## config.mk

```make
export PLATFORM = sky130hd
export DESIGN_NAME = dmem_arbiter
export DESIGN_NICKNAME = d
export VERILOG_FILES = /design/src/rtl/dmem_arb_pkg.sv /design/src/rtl/dmem_arbiter_rr_arbiter2.sv /design/src/rtl/dmem_arbiter.sv
export SDC_FILE = /design/constraint.sdc
export NUM_CORES = 1
export LEC_CHECK = 0
export CAP_MARGIN = 15
export CELL_PAD_IN_SITES_DETAIL_PLACEMENT = 2
export CELL_PAD_IN_SITES_GLOBAL_PLACEMENT = 2
export CORE_ASPECT_RATIO = 1.25
export CORE_MARGIN = 1
export CORE_UTILIZATION = 17
export CTS_CLUSTER_DIAMETER = 200
export DETAILED_ROUTE_END_ITERATION = 16
export GPL_TIMING_DRIVEN = 0
export HOLD_SLACK_MARGIN = 0.08
export PLACE_DENSITY = 0.82
export SLEW_MARGIN = 20
export SYNTH_ARGS = -nofsm -noshare
export SYNTH_HDL_FRONTEND = slang
export SYNTH_SLANG_ARGS = --single-unit
export TNS_END_PERCENT = 100
```

## constraint.sdc

```tcl
create_clock -name CLK -period 3.25 [get_ports CLK]
set_clock_uncertainty 0.1 [all_clocks]
set_input_delay 0.65 -clock CLK [delete_from_list [all_inputs] [get_ports CLK]]
set_output_delay 0.65 -clock CLK [all_outputs]
set_load 0.01 [all_outputs]
```

## src/rtl/dmem_arb_pkg.sv

```systemverilog
// Shared types and constants for the data-memory arbiter.
package dmem_arb_pkg;

    typedef enum logic [1:0] {
        IDLE = 2'd0,
        CMD  = 2'd1,
        RESP = 2'd2
    } state_e;

    localparam int NREQ           = 2;
    localparam int DEPTH_DEFAULT  = 64;
    localparam int DATA_W_DEFAULT = 32;
    localparam int ADDR_W_DEFAULT = 32;

    // One-hot requester vector for a requester index.
    function automatic logic [NREQ-1:0] req_onehot(input logic idx);
        return idx ? 2'b10 : 2'b01;
    endfunction

endpackage

```

## src/rtl/dmem_arbiter_rr_arbiter2.sv

```systemverilog
// Two-way round-robin grant logic; the caller owns and updates the pointer.
module rr_arbiter2 (
    input  logic [1:0] valid_i,
    input  logic       prio_i,
    input  logic       enable_i,
    output logic [1:0] grant_o
);

    // One-hot grant: a lone requester wins, a contest goes to prio_i.
    always_comb begin
        grant_o = 2'b00;
        if (enable_i) begin
            case (valid_i)
                2'b01:   grant_o = 2'b01;
                2'b10:   grant_o = 2'b10;
                2'b11:   grant_o = prio_i ? 2'b10 : 2'b01;
                default: grant_o = 2'b00;
            endcase
        end else begin
            grant_o = 2'b00;
        end
    end

endmodule

```

## src/rtl/dmem_arbiter.sv

```systemverilog
// Round-robin arbiter and 3-cycle sequencer in front of the single-port data memory.
module dmem_arbiter
    import dmem_arb_pkg::*;
#(
    parameter int DEPTH  = DEPTH_DEFAULT,
    parameter int DATA_W = DATA_W_DEFAULT,
    parameter int ADDR_W = ADDR_W_DEFAULT
) (
    input  logic              CLK,
    input  logic              RST,
    input  logic              r0_valid,
    output logic              r0_ready,
    input  logic              r0_we,
    input  logic [ADDR_W-1:0] r0_addr,
    input  logic [DATA_W-1:0] r0_wdata,
    output logic              r0_rsp_valid,
    output logic [DATA_W-1:0] r0_rsp_rdata,
    output logic              r0_rsp_err,
    input  logic              r1_valid,
    output logic              r1_ready,
    input  logic              r1_we,
    input  logic [ADDR_W-1:0] r1_addr,
    input  logic [DATA_W-1:0] r1_wdata,
    output logic              r1_rsp_valid,
    output logic [DATA_W-1:0] r1_rsp_rdata,
    output logic              r1_rsp_err,
    output logic              mem_write,
    output logic              mem_read,
    output logic [ADDR_W-1:0] mem_addr,
    output logic [DATA_W-1:0] mem_wdata,
    input  logic [DATA_W-1:0] mem_rdata
);

    state_e            state_q;
    logic              prio_q;
    logic              owner_q;
    logic              we_q;
    logic              err_q;
    logic [ADDR_W-1:0] addr_q;
    logic [DATA_W-1:0] wdata_q;
    logic              mem_write_q;
    logic              mem_read_q;
    logic [NREQ-1:0]   rsp_valid_q;
    logic [NREQ-1:0]   rsp_err_q;
    logic [NREQ-1:0]   rsp_rd_q;

    logic [NREQ-1:0]   grant_s;
    logic              arb_en_s;
    logic              sel_d;
    logic              we_d;
    logic              err_d;
    logic [ADDR_W-1:0] addr_d;
    logic [DATA_W-1:0] wdata_d;

    // Grants are only offered while idle and out of reset.
    assign arb_en_s = (state_q == IDLE) & ~RST;

    rr_arbiter2 u_arb (
        .valid_i  ({r1_valid, r0_valid}),
        .prio_i   (prio_q),
        .enable_i (arb_en_s),
        .grant_o  (grant_s)
    );

    assign r0_ready     = grant_s[0];
    assign r1_ready     = grant_s[1];
    assign mem_write    = mem_write_q;
    assign mem_read     = mem_read_q;
    assign mem_addr     = addr_q;
    assign mem_wdata    = wdata_q;
    assign r0_rsp_valid = rsp_valid_q[0];
    assign r1_rsp_valid = rsp_valid_q[1];
    assign r0_rsp_err   = rsp_err_q[0];
    assign r1_rsp_err   = rsp_err_q[1];

    // Select the granted requester's command and flag out-of-range addresses.
    always_comb begin
        sel_d = grant_s[1];
        if (sel_d) begin
            we_d    = r1_we;
            addr_d  = r1_addr;
            wdata_d = r1_wdata;
        end else begin
            we_d    = r0_we;
            addr_d  = r0_addr;
            wdata_d = r0_wdata;
        end
        err_d = (addr_d >= ADDR_W'(DEPTH));
    end

    // Memory read data arrives during RESP; pass it only to the owner of a good read.
    always_comb begin
        if (rsp_rd_q[0]) begin
            r0_rsp_rdata = mem_rdata;
        end else begin
            r0_rsp_rdata = {DATA_W{1'b0}};
        end
        if (rsp_rd_q[1]) begin
            r1_rsp_rdata = mem_rdata;
        end else begin
            r1_rsp_rdata = {DATA_W{1'b0}};
        end
    end

    // Sequencer FSM: latch on handshake, strobe memory in CMD, respond in RESP.
    always_ff @(posedge CLK or posedge RST) begin
        if (RST) begin
            state_q     <= IDLE;
            prio_q      <= 1'b0;
            owner_q     <= 1'b0;
            we_q        <= 1'b0;
            err_q       <= 1'b0;
            addr_q      <= {ADDR_W{1'b0}};
            wdata_q     <= {DATA_W{1'b0}};
            mem_write_q <= 1'b0;
            mem_read_q  <= 1'b0;
            rsp_valid_q <= {NREQ{1'b0}};
            rsp_err_q   <= {NREQ{1'b0}};
            rsp_rd_q    <= {NREQ{1'b0}};
        end else begin
            case (state_q)
                IDLE: begin
                    rsp_valid_q <= {NREQ{1'b0}};
                    rsp_err_q   <= {NREQ{1'b0}};
                    rsp_rd_q    <= {NREQ{1'b0}};
                    if (grant_s != 2'b00) begin
                        state_q     <= CMD;
                        owner_q     <= sel_d;
                        we_q        <= we_d;
                        err_q       <= err_d;
                        addr_q      <= addr_d;
                        wdata_q     <= wdata_d;
                        prio_q      <= ~sel_d;
                        mem_write_q <= we_d & ~err_d;
                        mem_read_q  <= ~we_d & ~err_d;
                    end else begin
                        state_q     <= IDLE;
                        mem_write_q <= 1'b0;
                        mem_read_q  <= 1'b0;
                    end
                end
                CMD: begin
                    state_q     <= RESP;
                    mem_write_q <= 1'b0;
                    mem_read_q  <= 1'b0;
                    rsp_valid_q <= req_onehot(owner_q);
                    rsp_err_q   <= err_q ? req_onehot(owner_q) : {NREQ{1'b0}};
                    rsp_rd_q    <= (~we_q & ~err_q) ? req_onehot(owner_q) : {NREQ{1'b0}};
                end
                RESP: begin
                    state_q     <= IDLE;
                    mem_write_q <= 1'b0;
                    mem_read_q  <= 1'b0;
                    rsp_valid_q <= {NREQ{1'b0}};
                    rsp_err_q   <= {NREQ{1'b0}};
                    rsp_rd_q    <= {NREQ{1'b0}};
                end
                default: begin
                    state_q     <= IDLE;
                    mem_write_q <= 1'b0;
                    mem_read_q  <= 1'b0;
                    rsp_valid_q <= {NREQ{1'b0}};
                    rsp_err_q   <= {NREQ{1'b0}};
                    rsp_rd_q    <= {NREQ{1'b0}};
                end
            endcase
        end
    end

endmodule

```

==> reports/results.ini <==
[global_route]
grt_pass1_vias=4993
grt_pass1_wl_mm=28.6
overflow=0
grt_max_degree=52
antenna_found_initial=0
grt_usage_pct=16.3

[logic_synthesis]
yosys_warnings=0
synth_seq_cells=78
syn_area_um2=3870
avgSynthCellArea_um2=8.39
mappedNetlistNets=627
yosysUniqueCellTypes=25
yosysSeqAreaShare_pct=50.5
synthCells=461

[timing]
drv_slew=0
hold_viol=0
min_period_ns=3.13
relSlewSlack_pct=55.2
timing.fmax_mhz=320
rsz0062_at_grt=no
worst_pin_slew_ns=0.670
report.final.setup_viol=0
fin_crit_sh_pct=96.2

[power_and_ir_drop]
seqPwrFrac_pct=34.4
ir_drop_mv=0.270
internal_power_mw=3.15
p_clk_share_pct=20.9
power.density_nw_per_um2=636
swShare_pct=34.6
leakage_nw=3.13
p_switching_mw=1.67
combinationalPowerShare_pct=44.7

[place]
post-dp-hpwl_mm=15.7
place_area_um2=7260
routabilityCongestion=0.772
io_buffers=301

[cells_and_area]
syn2layout_area_growth_pct=96.1
diodes=0
design_area_um2=7580
final_util_pct=34.0
fillers=2496
mostFrequentLayoutCells=300 x clkdlybuf4s50_1, 138 x nand2_1, 78 x dfrtp_1
nets=938
drive_gt1_share_pct=4.63
layout_commonest_cell=clkdlybuf4s50_1

[floorplanning]
die_x_um=137
rows=61
ios=302
core_um2=22300
die_area_um2=23400
start_util_pct=17.3
die_h_um=171

[clocking]
hold_buffers=0
cts_buffers=9
clock_sink_count=78
clock_latency_ns=0.33
htreeDepth=3
cts_tree=yes
clk_pin_slew_worst_paths_ns=0.06
cts-root-buf=clkbuf_16
clock_path_buffers=2

[routing]
drt_iter0_markers=93
route.detailed.drc=0
drt_first_pass_iters=4
via_per_inst=4.35
drt-total-wl_mm=19.2
ant_nets=0
via_count=4613
wl_per_cell_um=18.1

[worst_setup_path]
crit_buf_inv=4
cp-start-kind=input port
arrival_ns=2.38
crit_start=r1_valid
crit_fanout=19
worstReg2RegStart=prio_q
cpLargestDelayFamily=buffers and inverters
endpoint_kind=primary output
crit_type=input port to primary output
rrSetupSlack_ns=1.20
worstPathCellList=clkdlybuf4s50_1, nand2_1, nand3_4, inv_2, buf_8, clkdlybuf4s50_1
slowest_delay_ns=0.57
required_ns=2.50
cpMostUsedCell=clkdlybuf4s50_1
cpMaxStageDelayCell=clkdlybuf4s50_1

[flow_run]
cap_viol_max_count=0

[status]
status=finished, final reports clean

[min_path]
hold_path_class=flip-flop to flip-flop
hold_path_startpoint=we_q

[cell usage after synthesis]
master | count | area [µm²]
nand2_1 | 138 | 518
dfrtp_1 | 78 | 1950
and2_1 | 66 | 413
nor2_1 | 48 | 180
a31oi_1 | 40 | 250
a22oi_1 | 24 | 180
clkbuf_1 | 16 | 60.1
nor4_1 | 12 | 75.1
buf_2 | 10 | 50.1
a21oi_1 | 3 | 15.0
buf_4 | 3 | 22.5
nand3_1 | 3 | 15.0
buf_6 | 2 | 22.5
inv_1 | 2 | 7.51
inv_2 | 2 | 7.51
nor2b_1 | 2 | 12.5
nor3_1 | 2 | 10.0
nor3b_1 | 2 | 15.0
o22ai_1 | 2 | 12.5
and3_1 | 1 | 6.26
nand2b_1 | 1 | 6.26
nand3_2 | 1 | 10.0
nor3_2 | 1 | 10.0
o21a_1 | 1 | 7.51
or4_1 | 1 | 7.51
[state kept, by name, summed over array words and instances (netlist names)]
register / cells
mem_addr: 32
mem_wdata: 32
rsp_err_q: 2
rsp_rd_q: 2
rsp_valid_q: 2
state_q: 2
err_q: 1
mem_read: 1
mem_write: 1
owner_q: 1
prio_q: 1
we_q: 1
[kinds of logic after synthesis]
family | synth area share (%)
AO/OA/AOI/OAI | 12.0
AND/OR/NAND/NOR | 33.1
buffers and inverters | 4.40
flip-flops | 50.5
[routing by layer]
metal | up-vias | wire length [µm] | track usage, %
li1 | 2156 | - | -
met1 | 2235 | 7070 | 17.4
met2 | 208 | 10100 | 31.0
met3 | 14 | 1710 | 4.83
met4 | 0 | 269 | 3.58
met5 | - | 0 | 0
[per-stage QoR]
step	setup TNS (ns)	power, mW	hold WS (ns)	setup slack [ns]	std cells
5_1_grt	0	5.13	0.392	0.0238	1060
3_5_place_dp	-0.800	3.86	0.357	-0.462	1046
2_1_floorplan	0	2.45	0.331	0.505	461
3_3_place_gp	-93.57	3.78	0.356	-1.22	1045
6_report	0	4.82	0.368	0.123	1060
4_1_cts	0	4.91	0.365	0.0220	1060
[cell type report]
cell class	instances	area (µm²)	area share, %
timing repair buffer	302	3040	40.1
tap	283	354	4.67
clock inverter	4	30.0	0.396
inverter	4	17.5	0.231
multi-input combinational	348	1770	23.4
sequential	78	1950	25.8
buffer	29	150	1.98
clock buffer	12	267	3.52
[timing repair]
action,in CTS,in global routing
pin swaps,1,1
resized for setup,6,1
endpoints found under the setup margin,2,1
setup buffers,0,0
[worst paths after layout]
| kind | to | cells past startpoint |
|---|---|---|
| min in group asynchronous | mem_addr[2] | 2 |
| worst max-delay path | r0_ready | 6 |
| max in group asynchronous | rsp_err_q[0] | 3 |
| worst max register to register | mem_addr[29] | 5 |
| worst min-delay path | rsp_rd_q[0] | 1 |
| worst min register to register | rsp_rd_q[0] | 1 |
[power by group through the flow]
stage,clock network (mW),logic [mW],registers [mW]
2_1_floorplan,0,0.612,1.84
3_5_place_dp,0,2.19,1.67
5_1_grt,1.07,2.35,1.71
6_report,1.01,2.15,1.66
4_1_cts,1.05,2.20,1.67
3_3_place_gp,0,2.13,1.65
Note: power is estimated with default switching activity, not from simulation.
==> RTL edit (same flow settings) <==
Change the package constant `DATA_W_DEFAULT` from 32 to 48.
--- a/src/rtl/dmem_arb_pkg.sv
+++ b/src/rtl/dmem_arb_pkg.sv
@@ -9,7 +9,7 @@
 
     localparam int NREQ           = 2;
     localparam int DEPTH_DEFAULT  = 64;
-    localparam int DATA_W_DEFAULT = 32;
+    localparam int DATA_W_DEFAULT = 48;
     localparam int ADDR_W_DEFAULT = 32;
 
     // One-hot requester vector for a requester index.
Ports: changed (6 resized); port bits go from 302 to 398. No check against the original RTL was run, so the function may have changed too.
==> RTL edit against the original RTL <==
- via count is 29% higher
- critical path depth grew 2
- routed wire length up 52%
- count of clock-buffer cells in the layout decreased by 2
- power grew 21%
- first-iteration DRC count is 100% higher
- core utilization is 0.46 points higher
- sequential power grew 22%
- sequential cell count grew 16
- synthesized area grew 25%
- design area is 27% higher
- worst hold slack worse by 0.0027 ns
- setup slack better by 0.011 ns
==> RTL edit: results (changes against the original RTL) <==
The number of flip-flops under the largest register name is 48, and the Yosys warning count is 0 (unchanged). For the static leakage, the log shows 3.96 nW (was 3.13 nW). The instance area after placement came out at 9280 um^2 (was 7260 um^2). The delay of the slowest cell on the worst path works out to 0.55 ns (was 0.57 ns). The multi-input gate area in the final layout is 2240 um^2 (was 1770 um^2), and the proportion of cell area spent on the clock network is 2.94% (was 3.91%). Cell types with the highest counts after synthesis: nand2_1, and2_1, dfrtp_1, nor2_1, a31oi_1 (was nand2_1, dfrtp_1, and2_1, nor2_1, a31oi_1). The fraction of final layout cells sized beyond drive strength 1 works out to 4.55% (was 4.63%).

The compound-gate portion of the synthesized area was 11.9% (was 12.0%). The overall fraction of global-route tracks in use came out at 20.1% (was 16.3%). The largest fanout on the critical path came out at 10 (was 19). For the latest clock arrival within the worst-skew pair, the log shows 0.37 ns (was 0.33 ns).

The number of signal-net buffers in the layout is 441 (was 331). The register-to-register setup slack was 1.18 ns (was 1.20 ns); the number of gates on the worst path with buffers counted was 8 (was 6). The fraction of cell area in non-clock buffers is 44.4% (was 42.1%), and the reported sequential group power is 2.03 mW (was 1.66 mW).

The number of nets in the layout is 1199 (was 938). The number of flip-flops and latches in the synthesized netlist was 94 (was 78). The average cell area after synthesis came out at 8.43 um^2 (was 8.39 um^2). The final non-filler cell total was 1341 (was 1060). The logs give 788 (was 627) for the post-synthesis net count and 5 (was 4) for the number of detailed-routing iterations run before antenna repair. The sequential-to-total area share from yosys stat is 48.6% (was 50.5%).

The tools report the placer's final routability congestion estimate as 0.791 (was 0.772). The run gives 3142 (was 2496) as the number of inserted filler cells in the final layout. The transition time at the pin with the least slew margin is 0.663 ns (was 0.670 ns).

The run finished with clean final reports. The multi-input combinational area share was 23.3% (was 23.4%); the number of post-CTS setup repair buffers was 3 (was 0). The worst hold-check path type was in2async (was reg2reg). The met1 track utilization from global routing was 19.5% (was 17.4%).

The largest net degree at the start of global routing came out at 68 (was 52). The HPWL reported at the end of detailed placement is 24200 um (was 15700 um). The via total after detailed routing was 5942 (was 4613). The logs give 0.261 mV (was 0.270 mV) for the maximum vdd drop and 18.5% (was 20.9%) for the relative contribution of the clock network to total power. The quantity of I/O buffers inserted on ports is 397 (was 301), and the global-route wire length before repair is 42900 um (was 28600 um). The number of cell instances on the worst register-to-register path works out to 6 (was 5).

The tools report the capture point of the worst path as r1_ready (was r0_ready). Synth top area cells: dfrtp_1, nand2_1, and2_1, a31oi_1, a22oi_1 (unchanged). The flip-flop and latch share of the layout cell area was 24.5% (was 25.8%).

The met2 capacity usage during global routing is 38.6% (was 31.0%). The total detailed-routing wirelength is 29200 um (was 19200 um). The met3 track demand over resource is 6.61% (was 4.83%), and the initial DRC count is 186 (was 93). For the number of global-route vias before repair, the log shows 6754 (was 4993).

The tools report the overall die area as 29100 um^2 (was 23400 um^2). The startpoint of the worst setup timing path was RST (was r1_valid). Number of distinct library cell variants in the gate-level netlist after synthesis: 27 (was 25). The ratio of total power to cell area was 610 nW/um^2 (was 636 nW/um^2); the final antenna diode count was 1 (was 0).
## RTL edit: cell types whose count changed after synthesis, sizes merged
| cell | unedited run | this run |
|---|---|---|
| dfrtp | 78 | 94 |
| clkbuf | 16 | 22 |
| nor2 | 48 | 55 |
| a31oi | 40 | 47 |
| and2 | 66 | 98 |
| a22oi | 24 | 33 |
| nand2 | 138 | 170 |
| buf | 15 | 19 |
## RTL edit: worst reg2reg max path, cell delays in order, from the launching register on
cell and delay, ns:
dfrtp_1 0.40, nand2b_1 0.19, nand3_4 0.11, buf_4 0.18, clkbuf_1 0.46, buf_2 0.36, a31oi_1 0.13
## RTL edit: layer usage
layer | vias up | share of wire (%)
li1 | 2724 | -
met3 | 53 | 7.8
met2 | 274 | 54
met5 | - | 0.25
met1 | 2879 | 34
met4 | 12 | 3.5
## RTL edit: metrics by stage
stage	hold slack [ns]	setup WS (ns)
after floorplan	0.331	0.0513
after global placement	0.358	-2.00
after detailed placement	0.370	-0.438
after CTS	0.378	0.0398
after global routing	0.397	0.0261
final	0.365	0.134
